`config.mk`:
```
export PLATFORM = sky130hd
export DESIGN_NAME = vx_dispatchv_lane_serializer
export DESIGN_NICKNAME = d
export VERILOG_FILES = /design/src/rtl/vx_dispatchv_lane_serializer_pkg.sv /design/src/rtl/vx_dispatchv_beat_sel.sv /design/src/rtl/vx_dispatchv_lane_serializer.sv
export SDC_FILE = /design/constraint.sdc
export NUM_CORES = 2
export LEC_CHECK = 0
export CORE_MARGIN = 3
export CORE_UTILIZATION = 30
export CTS_BUF_LIST = sky130_fd_sc_hd__clkbuf_2
export CTS_CLUSTER_SIZE = 20
export DETAILED_ROUTE_END_ITERATION = 10
export GPL_ROUTABILITY_DRIVEN = 0
export PLACE_DENSITY = 0.56
export SLEW_MARGIN = 40
export SYNTH_ARGS = -nofsm -noshare
export SYNTH_HDL_FRONTEND = slang
export SYNTH_HIERARCHICAL = 1
export SYNTH_SLANG_ARGS = --single-unit
export TNS_END_PERCENT = 50
```
`constraint.sdc`:
```
create_clock -name clk -period 40.5 [get_ports clk]
set_input_delay 4.05 -clock clk [delete_from_list [all_inputs] [get_ports clk]]
set_output_delay 4.05 -clock clk [all_outputs]
set_load 0.01 [all_outputs]
```
`src/rtl/vx_dispatchv_lane_serializer_pkg.sv`:
```
// Shared sizing helpers, FSM state type and beat flag struct for the
// dispatch-vector lane serializer.
package vx_dispatchv_lane_serializer_pkg;

    typedef enum logic [0:0] {
        StIdle,
        StSerial
    } ser_state_e;

    typedef struct packed {
        logic sop;
        logic eop;
    } beat_flags_t;

    function automatic int unsigned clog2_min1(input int unsigned n);
        return (n > 1) ? $clog2(n) : 1;
    endfunction

    function automatic int unsigned calc_nbeats(input int unsigned threads,
                                                input int unsigned lanes);
        return threads / lanes;
    endfunction

    function automatic int unsigned calc_pid_w(input int unsigned nbeats);
        return clog2_min1(nbeats);
    endfunction

    function automatic int unsigned calc_cnt_w(input int unsigned depth);
        return $clog2(depth + 1);
    endfunction

endpackage

```
`src/rtl/vx_dispatchv_beat_sel.sv`:
```
// Priority encoder over a remaining-active beat mask: lowest set index,
// the mask with that bit cleared, and whether it was the last one.
module vx_dispatchv_beat_sel
    import vx_dispatchv_lane_serializer_pkg::*;
#(
    parameter int unsigned NBEATS = 4,
    parameter int unsigned PID_W  = calc_pid_w(NBEATS)
) (
    input  logic [NBEATS-1:0] i_mask,
    output logic [PID_W-1:0]  o_idx,
    output logic [NBEATS-1:0] o_rem,
    output logic              o_last
);

    logic w_found;

    // An all-zero mask yields index 0 with last set.
    always_comb begin
        o_idx   = '0;
        w_found = 1'b0;
        for (int i = 0; i < NBEATS; i++) begin
            if (!w_found && i_mask[i]) begin
                o_idx   = PID_W'(i);
                w_found = 1'b1;
            end
        end
    end

    assign o_rem  = i_mask & (i_mask - NBEATS'(1));
    assign o_last = (o_rem == '0);

endmodule

```
`src/rtl/vx_dispatchv_lane_serializer.sv`:
```
// Buffers full-width vector dispatch packets and re-issues each as
// NUM_LANES-wide beats, skipping beats with an all-zero mask slice.
module vx_dispatchv_lane_serializer
    import vx_dispatchv_lane_serializer_pkg::*;
#(
    parameter int unsigned NUM_THREADS = 8,
    parameter int unsigned NUM_LANES   = 2,
    parameter int unsigned XLEN        = 32,
    parameter int unsigned HDR_W       = 64,
    parameter int unsigned DEPTH       = 4,
    localparam int unsigned NBEATS     = calc_nbeats(NUM_THREADS, NUM_LANES),
    localparam int unsigned PID_W      = calc_pid_w(NBEATS),
    localparam int unsigned CNT_W      = calc_cnt_w(DEPTH)
) (
    input  logic                        clk,
    input  logic                        reset,
    input  logic                        flush,
    input  logic                        in_valid,
    input  logic [HDR_W-1:0]            in_hdr,
    input  logic [NUM_THREADS-1:0]      in_tmask,
    input  logic [NUM_THREADS*XLEN-1:0] in_rs1_data,
    input  logic [NUM_THREADS*XLEN-1:0] in_rs2_data,
    input  logic [NUM_THREADS*XLEN-1:0] in_rs3_data,
    output logic                        in_ready,
    output logic                        out_valid,
    output logic [HDR_W-1:0]            out_hdr,
    output logic [NUM_LANES-1:0]        out_tmask,
    output logic [NUM_LANES*XLEN-1:0]   out_rs1_data,
    output logic [NUM_LANES*XLEN-1:0]   out_rs2_data,
    output logic [NUM_LANES*XLEN-1:0]   out_rs3_data,
    output logic [PID_W-1:0]            out_pid,
    output logic                        out_sop,
    output logic                        out_eop,
    input  logic                        out_ready,
    output logic [CNT_W-1:0]            count
);

    localparam int unsigned PTR_W = clog2_min1(DEPTH);
    localparam int unsigned LW    = NUM_LANES * XLEN;

    typedef struct packed {
        logic [HDR_W-1:0]     hdr;
        logic [NUM_LANES-1:0] tmask;
        logic [LW-1:0]        rs1;
        logic [LW-1:0]        rs2;
        logic [LW-1:0]        rs3;
        logic [PID_W-1:0]     pid;
        beat_flags_t          flags;
    } beat_t;

    function automatic logic [PTR_W-1:0] ptr_inc(input logic [PTR_W-1:0] p);
        return (p == PTR_W'(DEPTH - 1)) ? '0 : p + PTR_W'(1);
    endfunction

    logic [HDR_W-1:0]            r_hdr_mem   [DEPTH];
    logic [NUM_THREADS-1:0]      r_tmask_mem [DEPTH];
    logic [NUM_THREADS*XLEN-1:0] r_rs1_mem   [DEPTH];
    logic [NUM_THREADS*XLEN-1:0] r_rs2_mem   [DEPTH];
    logic [NUM_THREADS*XLEN-1:0] r_rs3_mem   [DEPTH];

    logic [PTR_W-1:0]  r_wr_ptr, r_rd_ptr;
    logic [CNT_W-1:0]  r_count;
    ser_state_e        r_state, w_state_nxt;
    logic [PID_W-1:0]  r_pid, w_pid_nxt;
    logic [NBEATS-1:0] r_rem, w_rem_nxt;
    logic              r_sop, w_sop_nxt;
    logic              r_eop, w_eop_nxt;

    logic              w_push, w_fire, w_pop, w_ld_from_mem;
    logic [PTR_W-1:0]  w_rd_ptr_inc;
    logic [NBEATS-1:0] w_in_act, w_mem_act, w_ld_mask;
    logic [PID_W-1:0]  w_first_idx, w_next_idx;
    logic [NBEATS-1:0] w_first_rem, w_next_rem;
    logic              w_first_last, w_next_last;
    beat_t             w_beat;

    assign in_ready     = (r_count < CNT_W'(DEPTH)) && !flush;
    assign out_valid    = (r_state == StSerial);
    assign count        = r_count;
    assign w_push       = in_valid && in_ready;
    assign w_fire       = out_valid && out_ready;
    assign w_pop        = w_fire && r_eop;
    assign w_rd_ptr_inc = ptr_inc(r_rd_ptr);

    for (genvar b = 0; b < NBEATS; b++) begin : g_act
        assign w_in_act[b]  = |in_tmask[b*NUM_LANES +: NUM_LANES];
        assign w_mem_act[b] = |r_tmask_mem[w_rd_ptr_inc][b*NUM_LANES +: NUM_LANES];
    end

    // The next head comes from storage unless the FIFO is about to hold only
    // the packet being pushed this cycle, which has not been written yet.
    assign w_ld_from_mem = (r_state == StSerial) && (r_count > CNT_W'(1));
    assign w_ld_mask     = w_ld_from_mem ? w_mem_act : w_in_act;

    vx_dispatchv_beat_sel #(
        .NBEATS(NBEATS),
        .PID_W (PID_W)
    ) u_first_sel (
        .i_mask(w_ld_mask),
        .o_idx (w_first_idx),
        .o_rem (w_first_rem),
        .o_last(w_first_last)
    );

    vx_dispatchv_beat_sel #(
        .NBEATS(NBEATS),
        .PID_W (PID_W)
    ) u_next_sel (
        .i_mask(r_rem),
        .o_idx (w_next_idx),
        .o_rem (w_next_rem),
        .o_last(w_next_last)
    );

    always_comb begin
        w_state_nxt = r_state;
        w_pid_nxt   = r_pid;
        w_rem_nxt   = r_rem;
        w_sop_nxt   = r_sop;
        w_eop_nxt   = r_eop;
        case (r_state)
            StIdle: begin
                if (w_push) begin
                    w_state_nxt = StSerial;
                    w_pid_nxt   = w_first_idx;
                    w_rem_nxt   = w_first_rem;
                    w_sop_nxt   = 1'b1;
                    w_eop_nxt   = w_first_last;
                end
            end
            StSerial: begin
                if (w_fire && !r_eop) begin
                    w_pid_nxt = w_next_idx;
                    w_rem_nxt = w_next_rem;
                    w_sop_nxt = 1'b0;
                    w_eop_nxt = w_next_last;
                end else if (w_fire && (r_count > CNT_W'(1) || w_push)) begin
                    w_pid_nxt = w_first_idx;
                    w_rem_nxt = w_first_rem;
                    w_sop_nxt = 1'b1;
                    w_eop_nxt = w_first_last;
                end else if (w_fire) begin
                    w_state_nxt = StIdle;
                    w_pid_nxt   = '0;
                    w_rem_nxt   = '0;
                    w_sop_nxt   = 1'b0;
                    w_eop_nxt   = 1'b0;
                end
            end
            default: w_state_nxt = StIdle;
        endcase
        if (flush) begin
            w_state_nxt = StIdle;
            w_pid_nxt   = '0;
            w_rem_nxt   = '0;
            w_sop_nxt   = 1'b0;
            w_eop_nxt   = 1'b0;
        end
    end

    always_ff @(posedge clk or negedge reset) begin
        if (!reset) begin
            r_state <= StIdle;
            r_pid   <= '0;
            r_rem   <= '0;
            r_sop   <= 1'b0;
            r_eop   <= 1'b0;
        end else begin
            r_state <= w_state_nxt;
            r_pid   <= w_pid_nxt;
            r_rem   <= w_rem_nxt;
            r_sop   <= w_sop_nxt;
            r_eop   <= w_eop_nxt;
        end
    end

    always_ff @(posedge clk or negedge reset) begin
        if (!reset) begin
            r_wr_ptr <= '0;
            r_rd_ptr <= '0;
            r_count  <= '0;
        end else if (flush) begin
            r_wr_ptr <= '0;
            r_rd_ptr <= '0;
            r_count  <= '0;
        end else begin
            if (w_push) r_wr_ptr <= ptr_inc(r_wr_ptr);
            if (w_pop)  r_rd_ptr <= w_rd_ptr_inc;
            r_count <= r_count + CNT_W'(w_push) - CNT_W'(w_pop);
        end
    end

    always_ff @(posedge clk) begin
        if (w_push) begin
            r_hdr_mem[r_wr_ptr]   <= in_hdr;
            r_tmask_mem[r_wr_ptr] <= in_tmask;
            r_rs1_mem[r_wr_ptr]   <= in_rs1_data;
            r_rs2_mem[r_wr_ptr]   <= in_rs2_data;
            r_rs3_mem[r_wr_ptr]   <= in_rs3_data;
        end
    end

    // Head slot is never the write target while serializing, so the beat
    // holds stable under backpressure.
    always_comb begin
        w_beat.hdr       = r_hdr_mem[r_rd_ptr];
        w_beat.tmask     = r_tmask_mem[r_rd_ptr][r_pid*NUM_LANES +: NUM_LANES];
        w_beat.rs1       = r_rs1_mem[r_rd_ptr][r_pid*LW +: LW];
        w_beat.rs2       = r_rs2_mem[r_rd_ptr][r_pid*LW +: LW];
        w_beat.rs3       = r_rs3_mem[r_rd_ptr][r_pid*LW +: LW];
        w_beat.pid       = r_pid;
        w_beat.flags.sop = r_sop;
        w_beat.flags.eop = r_eop;
    end

    assign out_hdr      = w_beat.hdr;
    assign out_tmask    = w_beat.tmask;
    assign out_rs1_data = w_beat.rs1;
    assign out_rs2_data = w_beat.rs2;
    assign out_rs3_data = w_beat.rs3;
    assign out_pid      = w_beat.pid;
    assign out_sop      = w_beat.flags.sop;
    assign out_eop      = w_beat.flags.eop;

endmodule

```
# After elaboration in Yosys (flattened, before gate mapping)
# Memories as Yosys holds them, arrays and structs flattened.
# Cells that the tools add are included.
# op_classes
add_sub_neg,6
multipliers,0
div,0
order_cmp,2
eq_ne,4
n_shift,4
mux,50
n_bitwise,3
reduce_logical,35
# ops
op,n
$shiftx A256 B9 Y64,3
$mux W2,15
$mux W4,6
$mux W1,23
$reduce_or A2 Y1,8
$logic_and A1 B1 Y1,13
$and A4 B4 Y4,2
$logic_not A1 Y1,8
$logic_not A4 Y1,2
$pmux W4 S2,1
$shiftx A8 B4 Y2,1
$sub A4 B1 Y4 const B,2
$pmux W1 S2,3
$ne A5 B2 Y1 const B,1
$add A2 B1 Y2 const B,2
$eq A2 B2 Y1 const B,2
$pmux W2 S2,1
$reduce_bool A2 Y1,2
$add A3 B1 Y3,1
$gt A3 B1 Y1 const B,1
$lt A3 B3 Y1 const B,1
$mux W3,1
$ne A3 B3 Y1 const B,1
$sub A3 B1 Y3,1
other kinds (3),3
# totals
regBits,16
latch_bits,0
ram_bits,3360
romBits,0
elab_cells,117
mem_count,5
# memory_table
name,depth,word_bits,rd,rd_clocked_by_memory_dff,wr,line_no,source
r_rs1_mem,4,256,1,0,1,vx_dispatchv_lane_serializer.sv:57,logic [NUM_THREADS*XLEN-1:0] r_rs1_mem [DEPTH];
r_rs2_mem,4,256,1,0,1,vx_dispatchv_lane_serializer.sv:58,logic [NUM_THREADS*XLEN-1:0] r_rs2_mem [DEPTH];
r_rs3_mem,4,256,1,0,1,vx_dispatchv_lane_serializer.sv:59,logic [NUM_THREADS*XLEN-1:0] r_rs3_mem [DEPTH];
r_hdr_mem,4,64,1,0,1,vx_dispatchv_lane_serializer.sv:55,logic [HDR_W-1:0] r_hdr_mem [DEPTH];
r_tmask_mem,4,8,2,0,1,vx_dispatchv_lane_serializer.sv:56,logic [NUM_THREADS-1:0] r_tmask_mem [DEPTH];

# Logic depth before layout (Yosys ltp)
# An unclocked memory read counts as a cell.
# logic_depth
word_depth,19
ltp_mapped,9
mapped_depth_nobuf,8

# Hierarchy
# The synthesis kept the hierarchy.
# by_module_without_submodules
mod,instances,cells_each,area_each_um2
vx_dispatchv_lane_serializer,1,5028,127026.8
vx_dispatchv_beat_sel,2,13,81.3

# Least setup slack after synthesis
# Ideal clock, no wire load.
# synth_timing
kind,input-to-reg
startpoint,input flush
endpoint,memory r_hdr_mem[0][0] (enable)
setup_time_ps,1320
arrival_time_ps,23444
path_slack_ps,15736
path_stages,3
path_cell_list,clkbuf_1 -> nor2_1 -> and2_1
# synth_via
elab_chain_cells,5
# synth_lines
element,line_no,source
start: declaration,vx_dispatchv_lane_serializer.sv:17,"input logic flush,"
$logic_not A1 Y1,vx_dispatchv_lane_serializer.sv:77,assign in_ready = (r_count < CNT_W'(DEPTH)) && !flush;
$logic_and A1 B1 Y1,vx_dispatchv_lane_serializer.sv:77,
$logic_and A1 B1 Y1,vx_dispatchv_lane_serializer.sv:80,assign w_push = in_valid && in_ready;
$mux W1,vx_dispatchv_lane_serializer.sv:194,if (w_push) begin
$mux W1 (not written as such),vx_dispatchv_lane_serializer.sv:195,r_hdr_mem[r_wr_ptr] <= in_hdr;
end: declaration,vx_dispatchv_lane_serializer.sv:55,
# No other way between the ends.

# Worst setup path in the final report
# layout_timing
startpoint,register r_rd_ptr[0]
endpoint,output out_rs1_data[45]
# layout_via
elab_chain_cells,2
# layout_lines
element,line_no,source
start: declaration,vx_dispatchv_lane_serializer.sv:61,"logic [PTR_W-1:0] r_wr_ptr, r_rd_ptr;"
start signal: assignment,vx_dispatchv_lane_serializer.sv:188,if (w_pop) r_rd_ptr <= w_rd_ptr_inc;
$mem_v2 Z4 W256,--,
$shiftx A256 B9 Y64,vx_dispatchv_lane_serializer.sv:208,w_beat.rs1 = r_rs1_mem[r_rd_ptr][r_pid*LW +: LW];
end: declaration,vx_dispatchv_lane_serializer.sv:28,"output logic [NUM_LANES*XLEN-1:0] out_rs1_data,"
# No other way between the ends.

==> impl_table.tex <==
\begin{tabular}{lr}
\hline
Metric & Value \\
\hline
\multicolumn{2}{l}{\textbf{Logic synthesis}} \\
\quad Ys async rst share & 0.474\% \\
\quad Sequential cell area fraction in the yosys report & 79.6\% \\
\quad Synthesized Nets & 5907 \\
\quad Leading cell types by count after synthesis & edfxtp\_1, mux4\_2, mux2i\_1 \\
\quad Synth area leaders & edfxtp\_1, mux4\_2, mux2i\_1 \\
\quad Most frequent cell after synthesis & edfxtp\_1 \\
\quad Post-synthesis sequential element count & 3376 \\
\quad Largest area contributor in the synthesized netlist & edfxtp\_1 \\
\quad Top-area cell type share of the netlist area & 79.3\% \\
\quad Syn Std Cell Area & 127000 sq um \\
\quad Number of warnings printed during yosys synthesis & 6 \\
\quad Count of flip-flops with a built-in enable after synthesis & 3360 \\
\quad Average instance area after synthesis & 25.2 sq um \\
\quad Prevailing post-synth register cell & edfxtp\_1 \\
\quad Cells after synthesis & 5054 \\
\quad Number of distinct library cells after synthesis & 34 \\
\multicolumn{2}{l}{\textbf{GRT}} \\
\quad Largest net degree at the start of global routing & 127 \\
\quad Total grt overflow & 0 \\
\quad Vias in the first global route & 65895 \\
\quad Wire length of the first global-routing pass & 469000 microns \\
\quad Total global routing track utilization & 14.8\% \\
\quad Number of antenna violations at the first check in global routing & 240 \\
\multicolumn{2}{l}{\textbf{Setup path}} \\
\quad Setup Crit Path Kind & reg2out \\
\quad WP data required & 36.45 ns \\
\quad Worst-path maximum fanout & 62 \\
\quad Largest delay contributor family on the critical path & buffers and inverters \\
\quad Cells along the critical path & buf\_12, buf\_16, buf\_6, buf\_12, buf\_16, mux4\_2, mux4\_2, clkdlybuf4s50\_1 \\
\quad CP max stage cell & dfrtp\_4 \\
\quad Startpoint class of the critical path & flop \\
\quad CP Data Arrival Time & 6.75 ns \\
\quad Critical path buffers and inverters & 6 \\
\quad Critical Path Sink Type & output port \\
\quad Number of cells on the critical path & 8 \\
\quad Longest individual stage delay on the worst path & 0.70 ns \\
\quad Cells on worst reg2reg path & 9 \\
\multicolumn{2}{l}{\textbf{Cells and area}} \\
\quad Non-filler instance count after layout & 13210 \\
\quad Relative area change from synthesis to final layout & 20.6\% \\
\quad Fraction of final layout cells with drive strength greater than 1 & 31.4\% \\
\quad Fill cell total of the finished layout & 38901 \\
\quad Fin nets & 7708 \\
\quad Final instance area & 153000 sq um \\
\multicolumn{2}{l}{\textbf{Hold path}} \\
\quad Worst hold path cell count & 1 \\
\quad Hold WC Path Type & reg2reg \\
\multicolumn{2}{l}{\textbf{Outcome}} \\
\quad Status & complete, no violations \\
\multicolumn{2}{l}{\textbf{Clocking}} \\
\quad Clock buffer count from CTS & 837 \\
\quad Clock root buffer & clkbuf\_2 \\
\quad Clock transition at the registers of the reported paths & 0.09 ns \\
\quad Total setup buffers inserted after CTS & 0 \\
\quad Clock Sink Count & 3376 \\
\quad Max Buffers Root-to-Sink & 4 \\
\quad Hold buffers post-CTS & 0 \\
\quad CTS tree & yes \\
\quad Worst skew pair latency & 2.19 ns \\
\quad H-tree levels & 6 \\
\quad Gates resized, CTS repair & 0 \\
\multicolumn{2}{l}{\textbf{Route}} \\
\quad DRT iter0 DRCs & 4103 \\
\quad Remaining number of nets flagged by the antenna check after routing & 0 \\
\quad DRC & 0 \\
\quad Average wire per standard cell & 24.9 microns \\
\quad DRT Pass-1 Iters & 5 \\
\quad DR vias & 61810 \\
\quad Ratio of routed vias to standard cells & 4.68 \\
\quad Detailed-route wire length & 330000 microns \\
\multicolumn{2}{l}{\textbf{Power}} \\
\quad Switching fraction of total power & 25.0\% \\
\quad Relative contribution of sequential cells to total power & 58.8\% \\
\quad Leakage power figure & 47.3 nW \\
\quad Switching power of the nets & 1.71 mW \\
\quad Combinational fraction of design power & 8.6\% \\
\quad Cell area power density & 44.5 nW/um\^{}2 \\
\quad Share of total power in the clock network & 32.6\% \\
\quad Total internal power & 5.12 mW \\
\quad IR drop worst, VDD & 0.0000315 V \\
\multicolumn{2}{l}{\textbf{Timing}} \\
\quad Max transition margin & 39.8\% \\
\quad Number of setup violations in the final report & 0 \\
\quad Setup clock skew after layout & 0.139 ns \\
\quad Part of the cycle the worst path needs & 26.7\% \\
\quad Worst Setup Slack, final & 29.70 ns \\
\quad Number of hold violations in the final report & 0 \\
\quad Max Slew Vio Count & 0 \\
\quad Unrepaired setup endpoints after global routing & no \\
\quad Maximum achievable frequency & 92.6 MHz \\
\quad Setup\_tns & 0 ns \\
\quad Final period demand of the worst path & 10.80 ns \\
\quad Worst slew pin tran & 0.902 ns \\
\multicolumn{2}{l}{\textbf{Run}} \\
\quad MaxCap Viol Count & 0 \\
\multicolumn{2}{l}{\textbf{Die}} \\
\quad Overall die height & 657 microns \\
\quad Die width & 657 microns \\
\quad Effective utilization at floorplan & 30.2\% \\
\quad Total die area & 432000 sq um \\
\quad Top Ports & 1112 \\
\quad Number of cell rows & 238 \\
\quad Floorplan core area & 421000 sq um \\
\multicolumn{2}{l}{\textbf{Placed design}} \\
\quad Count of input and output buffers & 1111 \\
\quad Cell Count Post-Placement & 11650 \\
\quad Worst setup slack after placement & 30.49 ns \\
\quad DP HPWL & 210000 microns \\
\quad Placed Instance Area & 145000 sq um \\
\hline
\end{tabular}
-- path summary, 6_finish.rpt --
path	slack [ns]	startpoint	end
min	0.51	out_sop	out_sop
max in group asynchronous	38.24	reset	r_rd_ptr[0]
max reg2reg	35.08	count[2]	r_rs1_mem[1][206]
min reg2reg	0.51	out_sop	out_sop
min in group asynchronous	1.90	reset	out_valid
max	29.70	r_rd_ptr[0]	out_rs1_data[45]
-- cell usage in the layout, fill, tap and decap left out, types with 9 or more instances in the layout --
cell and count:
dfrtp_1 12, nor2b_1 62, buf_12 19, a211oi_1 59, mux4_2 939, o221ai_1 26, diode_2 97, clkdlybuf4s50_1 1110
clkbuf_2 1188, inv_6 19, edfxtp_1 3360, clkinv_1 183, mux2i_1 110, nor2_1 29, clkinv_2 27, nand2_1 26
o22ai_1 13, a21oi_1 77, clkinv_8 9, buf_4 30, buf_16 13, buf_6 52
-- sequential cells by signal, indices dropped and copies added, names as in the netlist --
| name | cells |
|---|---|
| r_rs1_mem | 1024 |
| r_rs2_mem | 1024 |
| r_rs3_mem | 1024 |
| r_hdr_mem | 256 |
| r_tmask_mem | 32 |
| r_rem | 4 |
| count | 3 |
| out_pid | 2 |
| r_rd_ptr | 2 |
| r_wr_ptr | 2 |
| out_eop | 1 |
| out_sop | 1 |
| out_valid | 1 |
-- metrics by stage --
step / util (%) / hold slack [ns] / power [mW]
4_1_cts: 36.3 / 0.500 / 6.96
5_1_grt: 36.4 / 0.522 / 7.17
6_report: 36.4 / 0.506 / 6.83
3_5_place_dp: 34.5 / 0.478 / 4.69
3_3_place_gp: 34.4 / 0.471 / 4.68
2_1_floorplan: - / 0.518 / 4.48
-- layout make-up --
| type | count | area, sq um | share of cell area [%] |
|---|---|---|---|
| Clock inverter | 269 | 1550 | 1.01 |
| Tap cell | 5640 | 7060 | 4.60 |
| Sequential cell | 3376 | 101000 | 66.1 |
| Inverter | 9 | 41.3 | 0.0269 |
| Antenna cell | 97 | 243 | 0.158 |
| Clock buffer | 1188 | 5950 | 3.88 |
| Timing Repair Buffer | 1225 | 12700 | 8.26 |
| Multi-Input combinational cell | 1406 | 24500 | 16.0 |
-- power groups by stage --
| stage | clock network, mW | registers [mW] | logic (mW) |
|---|---|---|---|
| after floorplan | 0 | 4.22 | 0.268 |
| after global placement | 0 | 4.09 | 0.588 |
| after detailed placement | 0 | 4.09 | 0.600 |
| after CTS | 2.34 | 4.01 | 0.602 |
| after global routing | 2.52 | 4.02 | 0.626 |
| final | 2.23 | 4.01 | 0.588 |
-- metal layers --
metal	wire length, microns	global-route usage [%]	part of all wire, %	vias up
met2	168000	25.0	51	2103
met3	25600	5.32	7.8	861
met5	876	0	0.27	-
met4	12000	6.66	3.6	134
met1	123000	16.8	37	32417
li1	-	-	-	26295
-- cells by family after synthesis --
| kind of cell | count (synthesis) | share of synthesized area [%] |
|---|---|---|
| simple gates | 144 | 0.593 |
| other cells | 2 | 0.00590 |
| fa+ha+maj | 8 | 0.0846 |
| mux | 1049 | 17.5 |
| flops | 3376 | 79.6 |
| xor+xnor | 2 | 0.0138 |
| buf+inv | 272 | 1.11 |
| compound gates | 201 | 1.06 |
Power figures use the tool's default switching activity.
